`src/rtl/ls_arbiter_if.sv`:
```
// Signal bundle linking the odd-pipe and fetch requesters, the local-store arbiter
// and the single local-store port. Bit 0 is the MSB of every vector.
interface ls_arbiter_if;
   logic         flush;
   logic         op_req;
   logic         op_wrt;
   logic [0:14]  op_addr;
   logic [0:127] op_wdata;
   logic         op_gnt;
   logic         op_rvalid;
   logic [0:127] op_rdata;
   logic         if_req;
   logic [0:14]  if_addr;
   logic         if_gnt;
   logic         if_rvalid;
   logic [0:127] if_rdata;
   logic [0:14]  LS_address;
   logic [0:127] LS_data_input;
   logic         LS_wrt_en;
   logic [0:127] LS_data_output;

   modport master (
      output flush, op_req, op_wrt, op_addr, op_wdata, if_req, if_addr, LS_data_output,
      input  op_gnt, op_rvalid, op_rdata, if_gnt, if_rvalid, if_rdata,
      input  LS_address, LS_data_input, LS_wrt_en
   );

   modport slave (
      input  flush, op_req, op_wrt, op_addr, op_wdata, if_req, if_addr, LS_data_output,
      output op_gnt, op_rvalid, op_rdata, if_gnt, if_rvalid, if_rdata,
      output LS_address, LS_data_input, LS_wrt_en
   );
endinterface

```
`src/rtl/ls_arbiter.sv`:
```
// Local-store arbiter: odd pipe vs instruction fetch on one quadword port, one-cycle read return.
// Optional fetch starvation guard enabled by defining LS_ARB_STARVE_GUARD_EN.
module ls_arbiter #(
   parameter int STARVE_LIMIT = 4
) (
   input logic        clock,
   input logic        reset,
   ls_arbiter_if.slave bus
);

   typedef enum logic [1:0] {
      IDLE  = 2'b00,
      OP_RD = 2'b01,
      IF_RD = 2'b10
   } state_e;

   state_e       state_r;
   state_e       next_state_s;
   logic         promote_s;
   logic         op_gnt_s;
   logic         if_gnt_s;
   logic         op_rvalid_s;
   logic         if_rvalid_s;
   logic [0:127] op_rdata_s;
   logic [0:127] if_rdata_s;
   logic [0:14]  ls_address_s;
   logic [0:127] ls_data_input_s;
   logic         ls_wrt_en_s;

   if ((STARVE_LIMIT < 1) || (STARVE_LIMIT > 15)) begin : g_limit_range
      $error("ls_arbiter: STARVE_LIMIT must be within 1..15");
   end

`ifdef LS_ARB_STARVE_GUARD_EN
   localparam logic [3:0] LIMIT_C = 4'(STARVE_LIMIT);
   logic [3:0] starve_cnt_r;

   // Fetch is promoted once it has been passed over LIMIT_C times; a flush always vetoes it.
   always_comb begin
      promote_s = (starve_cnt_r == LIMIT_C) && bus.if_req && !bus.flush;
   end

   // Starvation counter: counts op wins over a live, unflushed fetch request.
   always_ff @(posedge clock) begin
      if (reset) begin
         starve_cnt_r <= 4'd0;
      end else if (if_gnt_s || !bus.if_req) begin
         starve_cnt_r <= 4'd0;
      end else if (op_gnt_s && !bus.flush && (starve_cnt_r != LIMIT_C)) begin
         starve_cnt_r <= starve_cnt_r + 4'd1;
      end else begin
         starve_cnt_r <= starve_cnt_r;
      end
   end
`else
   // Strict odd-over-fetch priority.
   always_comb begin
      promote_s = 1'b0;
   end
`endif

   // Arbitration: odd pipe wins unless fetch is promoted; flush blocks fetch only.
   always_comb begin
      op_gnt_s = 1'b0;
      if_gnt_s = 1'b0;
      if (reset) begin
         op_gnt_s = 1'b0;
         if_gnt_s = 1'b0;
      end else begin
         op_gnt_s = bus.op_req && !promote_s;
         if_gnt_s = bus.if_req && !bus.flush && !op_gnt_s;
      end
   end

   // Read-owner state register.
   always_ff @(posedge clock) begin
      if (reset) begin
         state_r <= IDLE;
      end else begin
         state_r <= next_state_s;
      end
   end

   // Next state records who owns the data returning next cycle; stores return nothing.
   always_comb begin
      next_state_s = IDLE;
      if (op_gnt_s && !bus.op_wrt) begin
         next_state_s = OP_RD;
      end else if (if_gnt_s) begin
         next_state_s = IF_RD;
      end else begin
         next_state_s = IDLE;
      end
   end

   // Read return: route LS data to the owner; a flush drops fetch data in flight.
   always_comb begin
      op_rvalid_s = 1'b0;
      if_rvalid_s = 1'b0;
      case (state_r)
         OP_RD:   op_rvalid_s = !reset;
         IF_RD:   if_rvalid_s = !reset && !bus.flush;
         IDLE:    begin
            op_rvalid_s = 1'b0;
            if_rvalid_s = 1'b0;
         end
         default: begin
            op_rvalid_s = 1'b0;
            if_rvalid_s = 1'b0;
         end
      endcase
      if (op_rvalid_s) begin
         op_rdata_s = bus.LS_data_output;
      end else begin
         op_rdata_s = 128'd0;
      end
      if (if_rvalid_s) begin
         if_rdata_s = bus.LS_data_output;
      end else begin
         if_rdata_s = 128'd0;
      end
   end

   // Local-store port mux; addresses are quadword aligned by clearing the low nibble.
   always_comb begin
      ls_address_s    = 15'd0;
      ls_data_input_s = 128'd0;
      ls_wrt_en_s     = 1'b0;
      if (op_gnt_s) begin
         ls_address_s = {bus.op_addr[0:10], 4'b0000};
         ls_wrt_en_s  = bus.op_wrt;
         if (bus.op_wrt) begin
            ls_data_input_s = bus.op_wdata;
         end else begin
            ls_data_input_s = 128'd0;
         end
      end else if (if_gnt_s) begin
         ls_address_s    = {bus.if_addr[0:10], 4'b0000};
         ls_data_input_s = 128'd0;
         ls_wrt_en_s     = 1'b0;
      end else begin
         ls_address_s    = 15'd0;
         ls_data_input_s = 128'd0;
         ls_wrt_en_s     = 1'b0;
      end
   end

   assign bus.op_gnt        = op_gnt_s;
   assign bus.if_gnt        = if_gnt_s;
   assign bus.op_rvalid     = op_rvalid_s;
   assign bus.if_rvalid     = if_rvalid_s;
   assign bus.op_rdata      = op_rdata_s;
   assign bus.if_rdata      = if_rdata_s;
   assign bus.LS_address    = ls_address_s;
   assign bus.LS_data_input = ls_data_input_s;
   assign bus.LS_wrt_en     = ls_wrt_en_s;

endmodule

```
`src/flat_wrapper.sv`:
```
// flat-port wrapper written by rule: the top's interface ports become plain ports
module ls_arbiter_flat 
#(
   parameter int STARVE_LIMIT = 4
)
  (clock, reset, bus_flush, bus_op_req, bus_op_wrt, bus_op_addr, bus_op_wdata, bus_if_req, bus_if_addr, bus_LS_data_output, bus_op_gnt, bus_op_rvalid, bus_op_rdata, bus_if_gnt, bus_if_rvalid, bus_if_rdata, bus_LS_address, bus_LS_data_input, bus_LS_wrt_en);
  ls_arbiter_if bus_i ();
  input logic clock;
  input logic reset;
  input wire logic [$bits(bus_i.flush)-1:0] bus_flush;
  input wire logic [$bits(bus_i.op_req)-1:0] bus_op_req;
  input wire logic [$bits(bus_i.op_wrt)-1:0] bus_op_wrt;
  input wire logic [$bits(bus_i.op_addr)-1:0] bus_op_addr;
  input wire logic [$bits(bus_i.op_wdata)-1:0] bus_op_wdata;
  input wire logic [$bits(bus_i.if_req)-1:0] bus_if_req;
  input wire logic [$bits(bus_i.if_addr)-1:0] bus_if_addr;
  input wire logic [$bits(bus_i.LS_data_output)-1:0] bus_LS_data_output;
  output wire logic [$bits(bus_i.op_gnt)-1:0] bus_op_gnt;
  output wire logic [$bits(bus_i.op_rvalid)-1:0] bus_op_rvalid;
  output wire logic [$bits(bus_i.op_rdata)-1:0] bus_op_rdata;
  output wire logic [$bits(bus_i.if_gnt)-1:0] bus_if_gnt;
  output wire logic [$bits(bus_i.if_rvalid)-1:0] bus_if_rvalid;
  output wire logic [$bits(bus_i.if_rdata)-1:0] bus_if_rdata;
  output wire logic [$bits(bus_i.LS_address)-1:0] bus_LS_address;
  output wire logic [$bits(bus_i.LS_data_input)-1:0] bus_LS_data_input;
  output wire logic [$bits(bus_i.LS_wrt_en)-1:0] bus_LS_wrt_en;
  assign bus_i.flush = bus_flush;
  assign bus_i.op_req = bus_op_req;
  assign bus_i.op_wrt = bus_op_wrt;
  assign bus_i.op_addr = bus_op_addr;
  assign bus_i.op_wdata = bus_op_wdata;
  assign bus_i.if_req = bus_if_req;
  assign bus_i.if_addr = bus_if_addr;
  assign bus_i.LS_data_output = bus_LS_data_output;
  assign bus_op_gnt = bus_i.op_gnt;
  assign bus_op_rvalid = bus_i.op_rvalid;
  assign bus_op_rdata = bus_i.op_rdata;
  assign bus_if_gnt = bus_i.if_gnt;
  assign bus_if_rvalid = bus_i.if_rvalid;
  assign bus_if_rdata = bus_i.if_rdata;
  assign bus_LS_address = bus_i.LS_address;
  assign bus_LS_data_input = bus_i.LS_data_input;
  assign bus_LS_wrt_en = bus_i.LS_wrt_en;
  ls_arbiter #(.STARVE_LIMIT(STARVE_LIMIT)) u_core (.clock(clock), .reset(reset), .bus(bus_i));
endmodule
```
`config.mk`:
```
export PLATFORM = sky130hd
export DESIGN_NAME = ls_arbiter_flat
export DESIGN_NICKNAME = d
export VERILOG_FILES = /design/src/rtl/ls_arbiter_if.sv /design/src/rtl/ls_arbiter.sv /design/src/flat_wrapper.sv
export SDC_FILE = /design/constraint.sdc
export NUM_CORES = 1
export LEC_CHECK = 0
export CAP_MARGIN = 20
export CORE_AREA = 3 3 268 270
export CTS_CLUSTER_DIAMETER = 50
export DETAILED_ROUTE_END_ITERATION = 7
export DIE_AREA = 0 0 271 273
export PLACE_DENSITY = 0.3
export SKIP_CTS_REPAIR_TIMING = 1
export SYNTH_ARGS = -nofsm -noshare
export SYNTH_HDL_FRONTEND = slang
export SYNTH_SLANG_ARGS = --single-unit
```
`constraint.sdc`:
```
create_clock -name clock -period 1.4 [get_ports clock]
set_input_delay 0.14 -clock clock [delete_from_list [all_inputs] [get_ports clock]]
set_output_delay 0.14 -clock clock [all_outputs]
set_load 0.005 [all_outputs]
```
* After elaboration in Yosys (flattened, before gate mapping)
Cells that the tools add are included.
** Storage, ports and cells
- Flip-flop bits (word level) :: 2
- Input port bits :: 292
- Logic and storage cells :: 26
** Cells by class
- Equality and inequality tests :: 2
- Multiplexer cells :: 13
- Reductions and logical operators :: 9
** Operator list (number)
- 128-bit 2-to-1 mux :: 4
- 15-bit 2-to-1 mux :: 2
- 1-bit 2-to-1 mux :: 6
- 1-bit logical AND :: 4
- 1-bit logical NOT :: 4
- 2-bit by 1-bit equality test with 1-bit output, second input constant :: 1
- 2-bit equality test, second input constant :: 1
- 2-bit 2-to-1 mux :: 1
- 2-bit OR reduction :: 1

* Logic depth before layout (Yosys ltp)
- Word-level depth :: 6
- Gate-level depth with buffers :: 5

* Least setup slack after synthesis
Ideal clock, no wire load.
- Path type :: flip-flop to output port
- Start :: register u_core.state_r[0]
- End :: output bus_if_rdata[100]
- Data arrival time :: 1194 ps
- Data required time :: 1260 ps
- Slack :: 66 ps
- Cell stages (with the launch flop) :: 6
- Buffers on the path :: 3
- Path through :: dfxtp_1 or3b_1 buf_2 buf_6 buf_6 nor2_1
** On the way
- Longest elaborated chain between the ends :: 3
** RTL lines
- start: declaration :: line ls_arbiter.sv:17 : state_e state_r;
- start signal: assignment :: line ls_arbiter.sv:80 : state_r <= next_state_s;
- 2-bit equality test :: line ls_arbiter.sv:100 : case (state_r)
- 1-bit 2-to-1 mux :: line ls_arbiter.sv:100
- 128-bit 2-to-1 mux :: line ls_arbiter.sv:117 : if (if_rvalid_s) begin
- end: declaration :: line flat_wrapper.sv:23 : output wire logic [$bits(bus_i.if_rdata)-1:0] bus_if_rdata;
Every way passes these cells.

* Final worst setup path
- Start :: register u_core.state_r[1]
- End :: output bus_if_rdata[57]
The elaborated chain is that of the path after synthesis.

==> results.txt <==
The run finished, with violations left. The checks that failed: setup timing. The Yosys step of the flow raised 0 warnings. For this run, the register share of the synthesized area comes to 1.25%. In the final design database the tool counted 1707 nets. Traced cell by cell, the critical path runs through or3b_4, buf_6, buf_8, buf_4, buf_6, nor2_1, buf_2.

The first global-routing pass estimated 54.4 mm of wire. The iteration-0 DRC count of the detailed router is 169, and the die boundary height is 273 um. TritonCTS built the clock tree. The combined buffer and inverter count along the critical path is 5, and the die boundary width is 271 um.

sky130_fd_sc_hd__nor2_1 takes more of the synthesized area than any other cell. Capturing element type of the critical path: an output port. For the number of distinct standard cells referenced by the synthesized netlist, the log shows 18. The final setup violation count is 365, and the area share of the leading cell type in the synthesized netlist is 29.9%. The pin count of the biggest net entering global routing was 47. The first detailed-routing pass ran for 4 iterations. After synthesis the netlist holds a flip-flop and latch count of 2. The worst path uses 141% of the clock period.

Placed standard-cell area: 11400 um^2. The run gives 1.84 ns as the data arrival time of the worst path. The max-capacitance violation count was 0; the post-CTS clock slew at the launch and capture registers of the worst setup and hold paths was 0.03 ns.

The most numerous cell type found on the critical path is sky130_fd_sc_hd__buf_6. The kind of path behind the tightest hold check was in -> reg. The tools report the number of global-route vias before repair as 6858. In the routed layout, each cell is associated on average with a via count of 3.08. For this block, the routed nets add up to 46.2 mm of wire. The number of max-slew violations in the final report is 0, and the post-placement setup slack is -0.862 ns.

The layout-stage area growth over the synthesis result works out to 316%. The clock network is responsible for 15.1% of the overall power. The run gives -0.576 ns as the setup slack after layout. On the critical path, the stage with the largest delay is an instance of sky130_fd_sc_hd__or3b_4. During placement, the flow inserted port buffers numbering 683.

Once detail routing completed, the nets flagged for antenna violations numbered 0. The upper clock frequency limit was 506 MHz. The cell area that synthesis handed to floorplanning was 3200 um^2. At the end of routability-driven placement, the weighted congestion stood at 0.835. The total number of placement rows came out at 97. After routing the design area is 13300 um^2.

Counting every sink on the clock net gives 2. The critical path is of the reg -> out type. In this run the mean area of a mapped cell was 5.14 um^2. For the overall global routing resource usage, the log shows 10.2%.

Synthesis produced 622 cells. The starting utilization of the core area was 4.58%. Worst vdd rail ir drop: 0.141 mV. For the worst setup path, the data required time is 1.26 ns.

The analysis attributes to net switching a power of 0.995 mW. The internal portion of total power was 1.86 mW. The tools report the number of levels in the clock H-tree as 1. In this run the power density over the cells is 214 nW/um^2. Per report_power, the combinational group accounts for 82.7% of the total.

Of all nets on the critical path, the largest fanout is 4. Adding up every negative setup slack in the final design gives -99.00 ns. Setup repair after global routing could not meet its margin everywhere.

The routed layout has 7275 vias. The overall power was 2.85 mW. The tools report the CTS root buffer as sky130_fd_sc_hd__clkbuf_16. The largest registers in the layout are u_core.state_r: 2 flops. The largest stage delay on the critical path came out at 0.51 ns. In this run switching power makes up 34.9% of total power.

The flip-flop count of the largest register after layout was 2; the number of design rule violations left after detail routing was 0. The tools report the worst hold margin as 0.201 ns. Kind of start point of the critical path: a flip-flop. The longest clock path from root to sink contains 2 buffers.

The tools report the number of hold violations in the final report as 0. The register with the most flip-flops in the final layout is u_core.state_r. The core region is 69800 um^2. After legalization and detailed placement, the total HPWL measured 35.7 mm.

The worst path in the final design needs a cycle of 1.98 ns, including I/O delays and setup. The number of top-level pins was 696. Of the cells placed in the final design, the portion with a size suffix greater than 1 is 49.0%. After detailed routing, the average wire length per cell comes to 19.6 um.

The global route total overflow came out at 0. The total leakage power is 6.93 nW, and the number of clock buffers inserted by TritonCTS is 3. The register share of total power was 2.2%.

After synthesis, the cell types taking the most area are sky130_fd_sc_hd__nor2_1, sky130_fd_sc_hd__and2_1, sky130_fd_sc_hd__nand2b_1. The floorplan step defined a die boundary enclosing 74000 um^2. The number of antenna violations at the first check in global routing came out at 14. The cell class contributing the biggest share of worst-path delay is buffers and inverters.
## layout make-up
class                           instances  area, um^2
Sequential cell                         2        47.5
Timing Repair Buffer                  849        8060
Fill cell                            7948       56500
Antenna cell                            8        20.0
Multi-Input combinational cell        559        3940
Tap cell                              940        1180
Clock buffer                            3        75.1
## cell families (layout without fill, tap and decap cells)
| logic type | count (synthesis) | in the layout | share of synthesized area (%) |
|---|---|---|---|
| flip-flops | 2 | 2 | 1.25 |
| AND/OR/NAND/NOR | 542 | 544 | 87.4 |
| buffers and inverters | 66 | 852 | 9.55 |
| other | 1 | 12 | 0.117 |
| AO/OA/AOI/OAI | 11 | 11 | 1.72 |
## metrics by stage
step / instances / util [%]
after floorplan: 625 / -
after global placement: 2234 / 16.4
after detailed placement: 2234 / 16.4
after CTS: 2237 / 16.5
after global routing: 2354 / 19.1
final: 2361 / 19.1
## cells in the final DEF, fill, tap and decap left out, types with 2 or more instances in the layout
cell type and instances:
sky130_fd_sc_hd__nor2_2 57, sky130_fd_sc_hd__buf_2 153, sky130_fd_sc_hd__and2_4 24, sky130_fd_sc_hd__buf_12 27
sky130_fd_sc_hd__nand2b_1 127, sky130_fd_sc_hd__nand4bb_1 9, sky130_fd_sc_hd__and2_1 105, sky130_fd_sc_hd__buf_4 71
sky130_fd_sc_hd__clkbuf_16 26, sky130_fd_sc_hd__a21oi_1 10, sky130_fd_sc_hd__conb_1 4, sky130_fd_sc_hd__or3b_4 3
sky130_fd_sc_hd__buf_16 2, sky130_fd_sc_hd__nor2_1 89, sky130_fd_sc_hd__nor2b_1 2, sky130_fd_sc_hd__nand2_1 11
sky130_fd_sc_hd__dfxtp_4 2, sky130_fd_sc_hd__clkbuf_2 107, sky130_fd_sc_hd__dlymetal6s2s_1 83, sky130_fd_sc_hd__nor2_4 109
sky130_fd_sc_hd__buf_8 14, sky130_fd_sc_hd__clkdlybuf4s50_1 278, sky130_fd_sc_hd__diode_2 8, sky130_fd_sc_hd__nor4b_1 2
sky130_fd_sc_hd__buf_6 90
## power by group through the flow
stage	Combinational [mW]	Clock (mW)	Sequential [mW]
floorplan	0.488	0	0.0610
global placement	2.00	0	0.0618
detailed placement	1.98	0	0.0614
CTS	2.00	0.438	0.0607
global route	2.51	0.441	0.0620
finish	2.36	0.430	0.0619
## routing by layer
| layer | wire length, um | GRT usage [%] |
|---|---|---|
| met5 | 64 | 0 |
| met4 | 871 | 1.11 |
| met3 | 3410 | 3.56 |
| met2 | 22300 | 17.6 |
| met1 | 19600 | 12.5 |
## synth_stat cells
cell type and number:
sky130_fd_sc_hd__nand2_1 11, sky130_fd_sc_hd__buf_6 4, sky130_fd_sc_hd__nor2b_1 2, sky130_fd_sc_hd__nand4bb_1 9, sky130_fd_sc_hd__a21oi_1 11, sky130_fd_sc_hd__or3b_1 1
sky130_fd_sc_hd__nor3b_1 1, sky130_fd_sc_hd__clkbuf_1 50, sky130_fd_sc_hd__or4bb_1 2, sky130_fd_sc_hd__buf_4 5, sky130_fd_sc_hd__nand2b_1 128, sky130_fd_sc_hd__nor2_1 255
sky130_fd_sc_hd__and2_1 129, sky130_fd_sc_hd__dfxtp_1 2, sky130_fd_sc_hd__conb_1 1, sky130_fd_sc_hd__buf_2 7, sky130_fd_sc_hd__and3b_1 1, sky130_fd_sc_hd__nor4b_1 3
## final timing paths
kind	start	to	slack (ns)	cells after the start
hold / removal	bus_op_wrt	u_core.state_r[0]	0.20	3
setup / recovery	u_core.state_r[1]	bus_if_rdata[57]	-0.58	7
Power figures use the tool's default switching activity.
